[config.mk]
export PLATFORM = sky130hd
export DESIGN_NAME = bitserial_alu_ctrl_flat
export DESIGN_NICKNAME = d
export VERILOG_FILES = /design/src/rtl/bitserial_alu_ctrl_if.sv /design/src/rtl/bitserial_alu_ctrl.sv /design/src/flat_wrapper.sv
export SDC_FILE = /design/constraint.sdc
export NUM_CORES = 1
export LEC_CHECK = 0
export ABC_AREA = 0
export CAP_MARGIN = 20
export CORE_MARGIN = 5
export CORE_UTILIZATION = 50
export CTS_BUF_LIST = sky130_fd_sc_hd__clkbuf_8
export CTS_CLUSTER_DIAMETER = 100
export DETAILED_ROUTE_END_ITERATION = 16
export GPL_TIMING_DRIVEN = 0
export HOLD_SLACK_MARGIN = 0.08
export PLACE_DENSITY = 0.78
export SYNTH_ARGS = -nofsm -noshare
export SYNTH_HDL_FRONTEND = slang
export SYNTH_SLANG_ARGS = --single-unit
[constraint.sdc]
create_clock -name clk -period 2.3 [get_ports clk]
set_input_delay 0.345 -clock clk [delete_from_list [all_inputs] [get_ports clk]]
set_output_delay 0.345 -clock clk [all_outputs]
set_load 0.005 [all_outputs]
[src/rtl/bitserial_alu_ctrl_if.sv]
// Bundle between the bit-serial ALU sequencer, its requester and its external 1-bit ALU slice.
// The requester starts an operation when busy=0; the controller answers with a one-cycle done pulse, then holds the result.
interface bitserial_alu_ctrl_if #(parameter int W = 8);
   logic         start;
   logic [1:0]   mode;
   logic [1:0]   op;
   logic [W-1:0] a;
   logic [W-1:0] b;
   logic         slice_a;
   logic         slice_b;
   logic         slice_cin;
   logic [1:0]   slice_mode;
   logic [1:0]   slice_op;
   logic         slice_result;
   logic         slice_cout;
   logic         busy;
   logic         done;
   logic [W-1:0] result;
   logic         cout;
   logic         ovf;
   logic [1:0]   state_dbg;

   modport slave (
      input  start, mode, op, a, b, slice_result, slice_cout,
      output slice_a, slice_b, slice_cin, slice_mode, slice_op,
      output busy, done, result, cout, ovf, state_dbg
   );

   modport master (
      output start, mode, op, a, b, slice_result, slice_cout,
      input  slice_a, slice_b, slice_cin, slice_mode, slice_op,
      input  busy, done, result, cout, ovf, state_dbg
   );
endinterface

[src/rtl/bitserial_alu_ctrl.sv]
// Sequences W-bit operands LSB-first through an external 1-bit ALU slice and assembles
// the result, final carry and signed overflow.
module bitserial_alu_ctrl #(
   parameter int W = 8
) (
   input logic               clk,
   input logic               reset,
   bitserial_alu_ctrl_if.slave bus
);
   localparam int CW = $clog2(W);
   localparam logic [CW-1:0] LAST = CW'(W - 1);

   typedef enum logic [1:0] {
      ST_IDLE = 2'd0,
      ST_RUN  = 2'd1,
      ST_DONE = 2'd2
   } state_t;

   state_t        r_state;
   state_t        w_next_state;
   logic [W-1:0]  r_a;
   logic [W-1:0]  r_b;
   logic [W-1:0]  r_acc;
   logic [W-1:0]  r_result;
   logic [1:0]    r_mode;
   logic [1:0]    r_op;
   logic [CW-1:0] r_cnt;
   logic          r_carry;
   logic          r_cout;
   logic          r_ovf;

   logic          w_accept;
   logic          w_last;
   logic          w_arith;
   logic [W-1:0]  w_acc_next;
   logic          w_busy;
   logic          w_done;
   logic          w_slice_a;
   logic          w_slice_b;
   logic          w_slice_cin;

   always_comb begin
      w_next_state = r_state;
      w_accept     = 1'b0;
      w_last       = (r_cnt == LAST);
      w_arith      = (r_mode != 2'd0);
      w_acc_next   = r_acc;
      w_busy       = 1'b0;
      w_done       = 1'b0;
      w_slice_a    = 1'b0;
      w_slice_b    = 1'b0;
      w_slice_cin  = 1'b0;
      case (r_state)
         ST_IDLE: begin
            if (bus.start) begin
               w_accept     = 1'b1;
               w_next_state = ST_RUN;
            end
         end
         ST_RUN: begin
            w_busy             = 1'b1;
            w_slice_a          = r_a[r_cnt];
            w_slice_b          = r_b[r_cnt];
            // Logic mode never propagates a carry, whatever the slice returns.
            w_slice_cin        = w_arith & r_carry;
            w_acc_next[r_cnt]  = bus.slice_result;
            if (w_last) begin
               w_next_state = ST_DONE;
            end
         end
         ST_DONE: begin
            w_done = 1'b1;
            if (bus.start) begin
               w_accept     = 1'b1;
               w_next_state = ST_RUN;
            end else begin
               w_next_state = ST_IDLE;
            end
         end
         default: w_next_state = ST_IDLE;
      endcase
   end

   always_ff @(posedge clk) begin
      if (reset) begin
         r_state  <= ST_IDLE;
         r_a      <= '0;
         r_b      <= '0;
         r_acc    <= '0;
         r_result <= '0;
         r_mode   <= '0;
         r_op     <= '0;
         r_cnt    <= '0;
         r_carry  <= 1'b0;
         r_cout   <= 1'b0;
         r_ovf    <= 1'b0;
      end else begin
         r_state <= w_next_state;
         if (w_accept) begin
            r_a     <= bus.a;
            r_b     <= bus.b;
            r_mode  <= bus.mode;
            r_op    <= bus.op;
            r_acc   <= '0;
            r_cnt   <= '0;
            r_carry <= bus.mode[1];
         end else if (r_state == ST_RUN) begin
            r_acc   <= w_acc_next;
            r_carry <= w_arith & bus.slice_cout;
            // Carry into the MSB is r_carry while bit W-1 is in the slice.
            if (w_last) begin
               r_result <= w_acc_next;
               r_cout   <= w_arith & bus.slice_cout;
               r_ovf    <= w_arith & (bus.slice_cout ^ r_carry);
            end else begin
               r_cnt <= r_cnt + CW'(1);
            end
         end
      end
   end

   assign bus.slice_a    = w_slice_a;
   assign bus.slice_b    = w_slice_b;
   assign bus.slice_cin  = w_slice_cin;
   assign bus.slice_mode = r_mode;
   assign bus.slice_op   = r_op;
   assign bus.busy       = w_busy;
   assign bus.done       = w_done;
   assign bus.result     = r_result;
   assign bus.cout       = r_cout;
   assign bus.ovf        = r_ovf;
   assign bus.state_dbg  = r_state;
endmodule

[src/flat_wrapper.sv]
// flat-port wrapper written by rule: the top's interface ports become plain ports
module bitserial_alu_ctrl_flat 
#(
   parameter int W = 8
)
  (clk, reset, bus_start, bus_mode, bus_op, bus_a, bus_b, bus_slice_result, bus_slice_cout, bus_slice_a, bus_slice_b, bus_slice_cin, bus_slice_mode, bus_slice_op, bus_busy, bus_done, bus_result, bus_cout, bus_ovf, bus_state_dbg);
  bitserial_alu_ctrl_if #(.W(W)) bus_i ();
  input logic clk;
  input logic reset;
  input wire logic [$bits(bus_i.start)-1:0] bus_start;
  input wire logic [$bits(bus_i.mode)-1:0] bus_mode;
  input wire logic [$bits(bus_i.op)-1:0] bus_op;
  input wire logic [$bits(bus_i.a)-1:0] bus_a;
  input wire logic [$bits(bus_i.b)-1:0] bus_b;
  input wire logic [$bits(bus_i.slice_result)-1:0] bus_slice_result;
  input wire logic [$bits(bus_i.slice_cout)-1:0] bus_slice_cout;
  output wire logic [$bits(bus_i.slice_a)-1:0] bus_slice_a;
  output wire logic [$bits(bus_i.slice_b)-1:0] bus_slice_b;
  output wire logic [$bits(bus_i.slice_cin)-1:0] bus_slice_cin;
  output wire logic [$bits(bus_i.slice_mode)-1:0] bus_slice_mode;
  output wire logic [$bits(bus_i.slice_op)-1:0] bus_slice_op;
  output wire logic [$bits(bus_i.busy)-1:0] bus_busy;
  output wire logic [$bits(bus_i.done)-1:0] bus_done;
  output wire logic [$bits(bus_i.result)-1:0] bus_result;
  output wire logic [$bits(bus_i.cout)-1:0] bus_cout;
  output wire logic [$bits(bus_i.ovf)-1:0] bus_ovf;
  output wire logic [$bits(bus_i.state_dbg)-1:0] bus_state_dbg;
  assign bus_i.start = bus_start;
  assign bus_i.mode = bus_mode;
  assign bus_i.op = bus_op;
  assign bus_i.a = bus_a;
  assign bus_i.b = bus_b;
  assign bus_i.slice_result = bus_slice_result;
  assign bus_i.slice_cout = bus_slice_cout;
  assign bus_slice_a = bus_i.slice_a;
  assign bus_slice_b = bus_i.slice_b;
  assign bus_slice_cin = bus_i.slice_cin;
  assign bus_slice_mode = bus_i.slice_mode;
  assign bus_slice_op = bus_i.slice_op;
  assign bus_busy = bus_i.busy;
  assign bus_done = bus_i.done;
  assign bus_result = bus_i.result;
  assign bus_cout = bus_i.cout;
  assign bus_ovf = bus_i.ovf;
  assign bus_state_dbg = bus_i.state_dbg;
  bitserial_alu_ctrl #(.W(W)) u_core (.clk(clk), .reset(reset), .bus(bus_i));
endmodule
==> impl_metrics.csv <==
group,metric,value,unit
setup_path,endpoint_kind,"primary output",
floorplanning,die-width,73.1,µm
pwr,p_int,0.00113,W
routing,vias_per_cell,5.41,
synthesis,synth.distinct_cells,37,
routing,first_pass_iters,4,
pwr,power.switching,0.000379,W
sta,hold_ws,0.425,ns
sta,final_max_slew_viol_count,0,
pwr,comb_power_share,0.130,
floorplanning,start_util,0.508,
clock_tree,path_clk_slew,0.08,ns
grt,grt_use_total,0.192,
finish,nNetsFinal,318,
sta,setup_viol,0,
clock_tree,clock_path_buffers,2,
routing,vias,1851,
clock_tree,hold_buffers,0,
routing,drc_errors,0,
pwr,clockPowerShare,0.336,
setup_path,worstSetupStartpointType,"flip-flop",
routing,routed_wl,4.75,mm
finish,synthToLayoutAreaGrowth,30.2,%
sta,rsz0062_at_grt,"false",
clock_tree,clk_latency,0.30,ns
pwr,vdd_drop_max,0.351,mV
sta,slew_headroom,0.663,
sta,hold_violations,0,
place,gp_congestion,0.793,
synthesis,syn-cell-area,0.00199,mm²
worst_hold_path,holdPathStages,2,
pwr,sw_frac_of_total,0.252,
place,placement.io_buffers,43,
setup_path,r2r-end,"u_core.bus.ovf",
synthesis,synth_edf_count,0,
setup_path,worstSetupPathType,"flip-flop to primary output",
finish,drive_gt1_frac,0.106,
floorplanning,dieArea,0.00534,mm²
grt,antenna_found_initial,0,
clock_tree,numCtsBuffers,5,
floorplanning,coreArea,0.00391,mm²
run_status,outcome,"completed",
sta,post-route-period-util,0.958,
clock_tree,cts_root_buffer,"clkbuf_8",
finish,fillCellCount,381,
grt,grt_first_pass_wirelength,7.95,mm
floorplanning,die_h,73.1,µm
clock_tree,clock-sinks,44,
place,hpwl,3.48,mm
synthesis,ys_ff_latch,44,
pwr,p_leak,0.952,nW
finish,final_cell_mix,"nand2_1, dfxtp_1, clkdlybuf4s50_1",
setup_path,reg2reg_slack,0.70,ns
floorplanning,num_io_pins,46,
setup_path,r2r-start,"u_core.r_cnt[1]",
grt,grt_start_max_net_pins,14,
routing,drt_iter0_drc,97,
finish,multi_input_area,990,µm²
sta,fmax,454,MHz
grt,grt_pass1_vias,1728,
finish,seq_area,882,µm²
synthesis,syn_inst,240,
finish,layout_commonest_cell,"nand2_1",
synthesis,synth_top_cell_by_area,"dfxtp_1",
synthesis,avgSynthCellArea,8.29,µm²
sta,tns,0,ns
sta,min_period,2.20,ns
synthesis,seq_area_frac_synth,0.443,
routing,wl_per_cell,13.9,µm
setup_path,critPathMaxFanout,10,
setup_path,critical_path_required,1.96,ns
synthesis,async_reset_ff_frac,0,
synthesis,synth_nets,267,
synthesis,synth-warning-count,0,
clock_tree,cts_tree,"done",
grt,overflow,0,
pwr,power_density,581,mW/mm²
worst_hold_path,hold_end,"u_core.bus.result[1]",
flow_run,cap_viol_max_count,0,
worst_hold_path,hold_start,"reset",
pwr,pwr-share-seq,0.533,
synthesis,synth_ff_type,"dfxtp_1",
routing,drtAntennaViolNets,0,
setup_path,ff2ff_path_depth,7,
sta,fin_skew,0.00300,ns
floorplanning,fp-row-count,23,
setup_path,arrival,1.86,ns
synthesis,synth_area_leaders,"dfxtp_1, nand2_1, a21oi_1, nand3_1, o21ai_0",
clock_tree,cts_max_level,2,
synthesis,synth_top_area_frac,0.443,
sta,max_slew.worst_pin.slew,0.505,ns
worst_hold_path,hp-class,"input pin to flip-flop",
finish,diodes,0,
[routing by layer]
metal / vias to the layer above / part of all wire / track usage
li1: 938 / - / -
met1: 853 / 0.45 / 0.252
met2: 52 / 0.46 / 0.299
met3: 8 / 0.072 / 0.0537
met4: 0 / 0.014 / 0.0717
met5: - / 0 / 0
[through the flow]
step | power, W | utilization | cells | worst slack, ns | area, µm²
after floorplan | 0.000927 | - | 240 | 0.782 | 1990
after global placement | 0.00101 | 0.634 | 333 | 0.196 | 2480
after detailed placement | 0.00101 | 0.634 | 333 | 0.168 | 2480
after CTS | 0.00151 | 0.660 | 342 | 0.000848 | 2580
after global routing | 0.00157 | 0.662 | 342 | 0.0127 | 2590
final | 0.00150 | 0.662 | 342 | 0.0955 | 2590
[worst max-delay path, stage by stage, from the launching register on]
cell,delay [ns]
dfxtp_1,0.39
clkbuf_4,0.24
mux2_2,0.35
a32oi_1,0.17
o211ai_1,0.11
dlygate4sd2_1,0.28
[synthesized netlist by cell type, types with 2 or more instances]
master	number
nand2_1	45
dfxtp_1	44
a21oi_1	32
nand3_1	19
nor2_1	14
o21ai_0	14
clkbuf_1	8
a311oi_1	6
buf_2	6
nand2b_1	5
nor2b_1	4
buf_6	3
mux2i_1	3
nand3b_1	3
a211oi_1	2
and3_1	2
and3b_1	2
buf_4	2
ha_1	2
inv_1	2
mux2_2	2
mux4_2	2
nor3b_1	2
o31ai_1	2
or3b_1	2
[registers in the layout, summed over array words and instances (netlist names)]
| register | count |
|---|---|
| u_core.bus.cout | 1 |
| u_core.bus.result | 8 |
| u_core.r_acc | 8 |
| u_core.r_b | 8 |
| u_core.bus.slice_mode | 2 |
| u_core.r_a | 8 |
| u_core.bus.state_dbg | 2 |
| u_core.r_carry | 1 |
| u_core.bus.slice_op | 2 |
| u_core.bus.ovf | 1 |
| u_core.r_cnt | 3 |
[worst max-delay path by stage]
stage	from	endpoint	cells past startpoint
global route	u_core.r_cnt[1]	bus_slice_a	5
CTS	u_core.r_cnt[0]	bus_slice_b	5
global placement	u_core.r_cnt[0]	bus_slice_a	5
floorplan	u_core.r_cnt[0]	bus_slice_a	4
detailed placement	u_core.r_cnt[0]	bus_slice_a	5
finish	u_core.r_cnt[1]	bus_slice_a	5
[cells by family after synthesis]
logic type,Yosys count,share of synthesized area
buffers and inverters,22,0.0610
and+or+nand+nor,102,0.248
AOI/OAI and AO/OA,61,0.178
adders and majority gates,2,0.0126
muxes,7,0.0491
DFF,44,0.443
xor gates and xnor gates,2,0.00881
[area by class of cell]
class	count	area share
repair buffers	44	0.170
well taps	50	0.0242
flip-flops and latches	44	0.341
plain buffers	20	0.0449
clock inverters	2	0.00386
clock buffers	6	0.0319
multi-input cells	174	0.382
inverters	2	0.00290
[power by group through the flow]
stage | combinational [W] | sequential, W | clock, W
after floorplan | 0.000110 | 0.000816 | 0
after global placement | 0.000189 | 0.000819 | 0
after detailed placement | 0.000194 | 0.000820 | 0
after CTS | 0.000197 | 0.000802 | 0.000514
after global routing | 0.000217 | 0.000805 | 0.000547
final | 0.000196 | 0.000802 | 0.000506
[what timing repair did]
item,in CTS,in global routing
resized for setup,1,4
endpoints found under the setup margin,2,3
setup buffers,1,0
(Power assumes the default switching activity.)
